===== src/rtl/burst_ram_pkg.sv =====
// Shared definitions for the BurstRAM responder: command encodings and FSM states.
package burst_ram_pkg;

  localparam logic CMD_READ  = 1'b0;
  localparam logic CMD_WRITE = 1'b1;

  typedef enum logic [2:0] {
    ST_INIT,
    ST_IDLE,
    ST_READ_WAIT,
    ST_READ_BURST,
    ST_WRITE_BURST
  } state_t;

endpackage


===== src/rtl/burst_ram_array.sv =====
// Single-port word array: synchronous write with per-byte enables, registered read.
// Contents are not cleared by reset; only the read register is.
module burst_ram_array #(
  parameter int unsigned DEPTH_BITWIDTH = 4,
  parameter int unsigned DATA_BITWIDTH  = 64
) (
  input  logic                         clk,
  input  logic                         rst,
  input  logic [DEPTH_BITWIDTH-1:0]    addr,
  input  logic                         we,
  input  logic [DATA_BITWIDTH/8-1:0]   byte_en,
  input  logic [DATA_BITWIDTH-1:0]     wdata,
  input  logic                         re,
  output logic [DATA_BITWIDTH-1:0]     rdata
);

  localparam int unsigned NUM_BYTES = DATA_BITWIDTH / 8;

  logic [DATA_BITWIDTH-1:0] mem [0:(2**DEPTH_BITWIDTH)-1];

  // Byte-masked write of the addressed word
  always_ff @(posedge clk) begin
    if (we) begin
      for (int unsigned b = 0; b < NUM_BYTES; b++) begin
        if (byte_en[b]) mem[addr][b*8 +: 8] <= wdata[b*8 +: 8];
      end
    end
  end

  // Registered read; holds its value when no read is requested
  always_ff @(posedge clk) begin
    if (rst)     rdata <= '0;
    else if (re) rdata <= mem[addr];
  end

endmodule


===== src/rtl/burst_ram_responder.sv =====
// Responder end of the BurstRAM interface. Accepts read/write burst commands
// and serves them from an internal word array, modelling init delay, read
// latency and burst beats. Image preload (DATA_FILE) is left to the target flow.
module burst_ram_responder
  import burst_ram_pkg::*;
#(
  parameter int unsigned DEPTH_BITWIDTH = 4,
  parameter int unsigned DATA_BITWIDTH  = 64,
  parameter int unsigned BURST_COUNT    = 4,
  parameter int unsigned READ_LATENCY   = 4,
  parameter int unsigned INIT_CYCLES    = 8,
  parameter              DATA_FILE      = ""
) (
  input  logic                         clk,
  input  logic                         rst,
  input  logic                         cmd,
  input  logic                         cmd_en,
  input  logic [DEPTH_BITWIDTH-1:0]    addr,
  input  logic [DATA_BITWIDTH-1:0]     wr_data,
  input  logic [DATA_BITWIDTH/8-1:0]   data_mask,
  output logic [DATA_BITWIDTH-1:0]     rd_data,
  output logic                         rd_data_valid,
  output logic                         busy
);

  localparam int unsigned LAT_W  = $clog2(READ_LATENCY + 1);
  localparam int unsigned BEAT_W = (BURST_COUNT > 1) ? $clog2(BURST_COUNT) : 1;
  localparam int unsigned INIT_W = (INIT_CYCLES > 1) ? $clog2(INIT_CYCLES) : 1;

  localparam logic [LAT_W-1:0]  LAT_LAST  = LAT_W'(READ_LATENCY - 1);
  localparam logic [BEAT_W-1:0] BEAT_LAST = BEAT_W'(BURST_COUNT - 1);
  localparam logic [INIT_W-1:0] INIT_LAST = INIT_W'(INIT_CYCLES - 1);

  state_t                      state, state_nxt;
  logic [DEPTH_BITWIDTH-1:0]   addr_q;
  logic [LAT_W-1:0]            lat_cnt;
  logic [BEAT_W-1:0]           beat_cnt;
  logic [INIT_W-1:0]           init_cnt;

  logic                        lat_done, beat_last, init_done;
  logic [DEPTH_BITWIDTH-1:0]   mem_addr;
  logic                        mem_we, mem_re;
  logic [DATA_BITWIDTH/8-1:0]  mem_byte_en;

  assign lat_done  = (lat_cnt == LAT_LAST);
  assign beat_last = (beat_cnt == BEAT_LAST);
  assign init_done = (init_cnt == INIT_LAST);

  // State register
  always_ff @(posedge clk) begin
    if (rst) state <= ST_INIT;
    else     state <= state_nxt;
  end

  // Next-state decode
  always_comb begin
    state_nxt = state;
    unique case (state)
      ST_INIT:        if (init_done) state_nxt = ST_IDLE;
      ST_IDLE: begin
        if (cmd_en) begin
          if (cmd == CMD_WRITE) state_nxt = (BURST_COUNT > 1) ? ST_WRITE_BURST : ST_IDLE;
          else                  state_nxt = ST_READ_WAIT;
        end
      end
      ST_READ_WAIT:   if (lat_done)  state_nxt = ST_READ_BURST;
      ST_READ_BURST:  if (beat_last) state_nxt = ST_IDLE;
      ST_WRITE_BURST: if (beat_last) state_nxt = ST_IDLE;
      default:        state_nxt = ST_INIT;
    endcase
  end

  // Init, latency and beat counters plus the latched burst base address
  always_ff @(posedge clk) begin
    if (rst) begin
      addr_q   <= '0;
      lat_cnt  <= '0;
      beat_cnt <= '0;
      init_cnt <= '0;
    end else begin
      unique case (state)
        ST_INIT: if (!init_done) init_cnt <= init_cnt + INIT_W'(1);
        ST_IDLE: begin
          if (cmd_en) begin
            addr_q   <= addr;
            lat_cnt  <= '0;
            // write beat 0 is consumed at acceptance, so the burst resumes at beat 1
            beat_cnt <= (cmd == CMD_WRITE) ? BEAT_W'(1) : '0;
          end
        end
        ST_READ_WAIT:                  lat_cnt  <= lat_cnt + LAT_W'(1);
        ST_READ_BURST, ST_WRITE_BURST: beat_cnt <= beat_cnt + BEAT_W'(1);
        default: ;
      endcase
    end
  end

  // Outputs and array control; the array read register is loaded one edge
  // ahead so each beat's data appears in the same cycle as rd_data_valid
  always_comb begin
    busy          = (state != ST_IDLE);
    rd_data_valid = (state == ST_READ_BURST);
    mem_addr      = addr_q;
    mem_we        = 1'b0;
    mem_re        = 1'b0;
    mem_byte_en   = ~data_mask;
    unique case (state)
      ST_IDLE: begin
        mem_addr = addr;
        mem_we   = cmd_en & (cmd == CMD_WRITE) & ~rst;
      end
      ST_READ_WAIT:   mem_re = lat_done;
      ST_READ_BURST: begin
        mem_addr = addr_q + DEPTH_BITWIDTH'(beat_cnt) + DEPTH_BITWIDTH'(1);
        mem_re   = ~beat_last;
      end
      ST_WRITE_BURST: begin
        mem_addr = addr_q + DEPTH_BITWIDTH'(beat_cnt);
        mem_we   = ~rst;
      end
      default: ;
    endcase
  end

  burst_ram_array #(
    .DEPTH_BITWIDTH (DEPTH_BITWIDTH),
    .DATA_BITWIDTH  (DATA_BITWIDTH)
  ) u_array (
    .clk     (clk),
    .rst     (rst),
    .addr    (mem_addr),
    .we      (mem_we),
    .byte_en (mem_byte_en),
    .wdata   (wr_data),
    .re      (mem_re),
    .rdata   (rd_data)
  );

endmodule

===== config.mk =====
export PLATFORM = sky130hd
export DESIGN_NAME = burst_ram_responder
export DESIGN_NICKNAME = d
export VERILOG_FILES = /design/src/rtl/burst_ram_pkg.sv /design/src/rtl/burst_ram_array.sv /design/src/rtl/burst_ram_responder.sv
export SDC_FILE = /design/constraint.sdc
export NUM_CORES = 1
export LEC_CHECK = 0
export ABC_AREA = 1
export CORE_ASPECT_RATIO = 1.1
export CORE_MARGIN = 4
export CORE_UTILIZATION = 55
export DETAILED_ROUTE_END_ITERATION = 6
export PLACE_DENSITY = 0.81
export SLEW_MARGIN = 20
export SYNTH_ARGS = -nofsm -noshare
export SYNTH_HDL_FRONTEND = slang
export SYNTH_SLANG_ARGS = --single-unit

===== constraint.sdc =====
create_clock -name clk -period 6.7 [get_ports clk]
set_clock_uncertainty 0.05 [all_clocks]
set_input_delay 1.34 -clock clk [delete_from_list [all_inputs] [get_ports clk]]
set_output_delay 1.34 -clock clk [all_outputs]
set_load 0.005 [all_outputs]

# Yosys cells after proc, flatten, opt, wreduce, memory -nomap -nowiden
# Memory sizes are Yosys's and may differ from the RTL's. A register that Yosys moved wholly into a read port is not among the register bits.
# Index checks and enable logic that the tools add are counted.
dict set report classes {
  addsub 5
  mul 0
  n_div 0
  n_lt_le_gt_ge 0
  eq_ne 12
  n_shift 0
  n_mux 38
  bitwise_logic 6
  n_reduce_logical 9
}
# op n
set ops {}
lappend ops {{$mux W1} 25}
lappend ops {{$mux W3} 6}
lappend ops {{$pmux W3 S4} 1}
lappend ops {{$pmux W4 S3} 1}
lappend ops {{$eq A3 B2 Y1 const B} 3}
lappend ops {{$not A8 Y8} 1}
lappend ops {{$reduce_and A2 Y1} 4}
lappend ops {{$add A3 B1 Y3 const B} 2}
lappend ops {{$eq A3 B3 Y1 const B} 2}
lappend ops {{$ne A2 B2 Y1 const B} 3}
lappend ops {{$pmux W3 S2} 1}
lappend ops {{$add A4 B1 Y4 const B} 1}
lappend ops {{$add A4 B2 Y4} 1}
lappend ops {{$pmux W1 S2} 2}
lappend ops {{$pmux W2 S2} 1}
lappend ops {{$reduce_and A4 Y1} 1}
lappend ops {{$reduce_bool A2 Y1} 2}
lappend ops {{$eq A3 B1 Y1 const B} 1}
lappend ops {{$logic_not A3 Y1} 1}
lappend ops {{$ne A3 B1 Y1 const B} 1}
lappend ops {{$not A1 Y1} 3}
lappend ops {{$add A2 B1 Y2 const B} 1}
lappend ops {{$and A1 B1 Y1} 2}
lappend ops {{$eq A2 B2 Y1 const B} 1}
lappend ops {{other kinds (3)} 3}
dict set report totals {
  ff_bits 15
  latch_bits 0
  ram_bits 1024
  mem_bits_ro 0
  output_inout_bits 66
  elab_cells 76
  mem_count 1
}
# name depth word_bits read_ports rd_clocked_by_memory_dff wr line
set memory_table {}
lappend memory_table {u_array.mem 16 64 1 1 1 burst_ram_array.sv:19} ;# logic [DATA_BITWIDTH-1:0] mem [0:(2**DEPTH_BITWIDTH)-1];

# Longest topological paths before layout
dict set report depth {
  word_depth 5
  ltp_mapped 17
  mapped_depth_nobuf 15
}

# By module
# Synthesis repeated with hierarchy kept, for this count alone.
dict set report hier_totals {
  cells_unflattened 4389
  hier_area_um2 45442.3
}
# module n_inst cells_each area_per_inst_um2
set by_module_without_submodules {}
lappend by_module_without_submodules {burst_ram_array 1 4227 44382.6}
lappend by_module_without_submodules {burst_ram_responder 1 162 1059.8}

# Worst setup path before layout
# Ideal clock, no wire load.
dict set report synth_path {
  kind {input port to flip-flop}
  from {input port cmd_en}
  to {memory u_array.mem[10][0] (enable)}
  setup_ns 0.370
  arrival_time_ns 2.908
  t_required_ns 6.280
  path_slack_ns 3.372
  cell_stages 7
  cell_sequence {inv_1 nor2_1 nand2_1 a21oi_1 nand2_1 buf_2 nor2_1}
}
dict set report synth_via {
  elab_chain_len 5
}
# element line
set synth_lines {}
lappend synth_lines {{start, declared} burst_ram_responder.sv:17} ;# input logic cmd_en,
lappend synth_lines {{$and A1 B1 Y1 (2 in a row)} burst_ram_responder.sv:110} ;# mem_we = cmd_en & (cmd == CMD_WRITE) & ~rst;
lappend synth_lines {{$pmux W1 S2} burst_ram_responder.sv:107} ;# unique case (state)
lappend synth_lines {{$mux W1} burst_ram_array.sv:23} ;# if (we) begin
lappend synth_lines {{$mux W1 (not written as such)} burst_ram_array.sv:25} ;# if (byte_en[b]) mem[addr][b*8 +: 8] <= wdata[b*8 +: 8];
lappend synth_lines {{end, declared} burst_ram_array.sv:19}
# Every way passes these cells.

# Worst setup path in the final report
dict set report layout_path {
  from {input port cmd_en}
  to {memory u_array.mem[3][41] (enable)}
}
# Same word-level chain as after synthesis.

==> impl_metrics.csv <==
group,metric,value,unit
synth,syn_inst,4581,
clock_network,clk_path_buf_depth,3,
global_route,grt_pass1_vias,32300,
layout,nNetsFinal,4690,
clock_network,postCtsSetupBuffers,0,
floorplanning,core,83700,sq um
floorplanning,dieArea,89500,sq um
synth,synth_most_common_cell,"nand2_1",
global_route,grt_usage,27.2,%
floorplanning,die_x,286,microns
synth,avgSynthCellArea,10.2,sq um
sta,max_freq,212,MHz
floorplanning,start_util,55.6,%
sta,fin_tns_setup,0,ns
route,routed_wl,125,mm
pwr,power,19.7,mW
placement,gp_congestion,0.870,
synth,ys_types,26,
synth,synth_area_leader_cell,"edfxtp_1",
floorplanning,rows,111,
global_route,overflow,0,
layout,ff_latch_area,32300,sq um
worst_setup_path,cp.required,6.94,ns
route,first_pass_iters,6,
clock_network,worstSkewPairLatency,0.69,ns
sta,hold_viol,0,
layout,nFillCells,6212,
global_route,antenna_found_initial,9,
worst_setup_path,worstPathMaxFanout,16,
route,wl_per_cell,21.4,microns
status,outcome,"complete, no violations",
synth,synth.area.top_cells,"edfxtp_1 (66%), nand2_1 (17%), nand3_1 (6.3%)",
pwr,power_density,378,nW/um^2
route,first_iter_violations,4830,
synth,synth_seq_cells,1103,
layout,drive_gt1_share,4.84,%
synth,synth_area,46600,sq um
clock_network,cts_hold_buf,0,
clock_network,cts-root-buf,"clkbuf_16",
worst_setup_path,end_kind,"flop",
global_route,grt_max_degree,230,
route,via_count,33900,
pwr,ir_drop,0.000582,V
clock_network,cts_resized,0,
synth,yosysWarningCount,0,
floorplanning,fp.dieH,313,microns
layout,multiInputGateArea,12900,sq um
worst_setup_path,worst_setup_path_start_kind,"input port",
worst_setup_path,worstSetupPathType,"input port to flop",
min_path,hp-class,"flop to flop",
route,drc,0,
floorplanning,pin_count,146,
sta,rsz0062_at_grt,"false",
placement,place.detailed.hpwl,69.7,mm
worst_setup_path,cp.arrival,4.96,ns
synth,yosysSeqAreaShare,69.4,%
pwr,p_leak,20.3,nW
layout,area_growth,12.0,%
synth,synth_nets,4670,
sta,drv_slew,0,
synth,synth_edf_count,1024,
sta,relSlewSlack,18.6,%
job,cap_viol_max_count,0,
synth,ys.flop_type,"edfxtp_1",
placement,numPortBuffers,145,
clock_network,clock_sinks,1103,
route,via_per_inst,5.82,
sta,finalCritPeriodShare,70.4,%
sta,period_minus_slack,4.72,ns
synth,async_reset_ff_share,0,%
synth,synth_common_cells,"nand2_1 (2171), edfxtp_1 (1024), nand3_1 (587)",
route,ant_nets,0,
clock_network,cts_max_level,3,
global_route,grt_pass1_wl,188,mm
sta,setup_viol,0,
synth,synth_top_area_share,66.0,%
clock_network,clk_pin_slew,0.06,ns
clock_network,cts_buffers,103,
clock_network,cts_tree,"built",
sta,worst_slew_pin_slew,1.22,ns
## worst paths after layout
kind | startpoint | end | slack [ns] | cells after the start
max | cmd_en | u_array.mem[3][41] | 1.98 | 7
min | lat_cnt[2] | lat_cnt[2] | 0.41 | 2
max reg2reg | beat_cnt[0] | u_array.rdata[32] | 1.99 | 16
min reg2reg | lat_cnt[2] | lat_cnt[2] | 0.41 | 2
## sequential cells by signal (all words and copies together) (netlist names)
name	count
init_cnt	3
u_array.rdata	64
beat_cnt	2
addr_q	4
lat_cnt	3
u_array.mem	1024
state	3
## cells in the final DEF (no fill, tap or decap), drive strengths merged
| cell type | instances |
|---|---|
| bufinv | 9 |
| a21oi | 18 |
| fa | 1 |
| nand2 | 2173 |
| o211ai | 1 |
| o21ai | 76 |
| buf | 55 |
| inv | 42 |
| or2 | 1 |
| ha | 8 |
| nand4 | 2 |
| nor3 | 3 |
| nand3 | 588 |
| clkbuf | 144 |
| clkinv | 35 |
| clkinvlp | 2 |
| o21bai | 1 |
| diode | 11 |
| clkdlybuf4s50 | 145 |
| a211oi | 2 |
| edfxtp | 1024 |
| dfxtp | 79 |
| nor2 | 281 |
## power by group
group / switching (mW) / leakage [nW] / total (mW) / internal (mW)
sequential: 0.0625 / 9.84 / 7.68 / 7.62
clock: 2.55 / 1.66 / 5.89 / 3.35
combinational: 4.49 / 8.75 / 6.17 / 1.68
## cell type report
| type | instances | area share, % |
|---|---|---|
| sequential | 1103 | 62.0 |
| multi-input combinational | 3155 | 24.8 |
| clock buffer | 144 | 5.49 |
| timing repair buffer | 200 | 3.75 |
| inverter | 38 | 0.273 |
| clock inverter | 50 | 1.02 |
| tap | 1130 | 2.71 |
| antenna | 11 | 0.0527 |
## routing by layer
metal	global-route usage, %	routed length (microns)
met1	36.4	45600
met2	43.9	59800
met3	4.87	13700
met4	12.3	5510
met5	0	13
## per-stage QoR
step           setup slack [ns]  hold WS (ns)  utilization (%)  instance area (sq um)  cells
2_1_floorplan              3.37         0.383                -                  46600   4581
3_3_place_gp               1.41         0.396             58.2                  48800   5626
3_5_place_dp               1.37         0.405             58.2                  48800   5626
4_1_cts                    2.01         0.414             62.3                  52200   5820
5_1_grt                    1.76         0.439             62.3                  52200   5826
6_report                   1.98         0.413             62.3                  52200   5831
## critical path, stage by stage
cell	delay, ns
clkdlybuf4s50_1	0.47
inv_1	0.04
nor2_1	0.29
nand2_1	0.17
a21oi_2	0.93
nand2_1	0.72
nor2_1	0.95
## cells by family after synthesis
logic type | after synthesis | synth area share [%]
simple gates | 3048 | 26.2
buf+inv | 323 | 3.03
fa+ha+maj | 9 | 0.258
flops | 1103 | 69.4
compound gates | 98 | 1.11
Power figures use the tool's default switching activity.
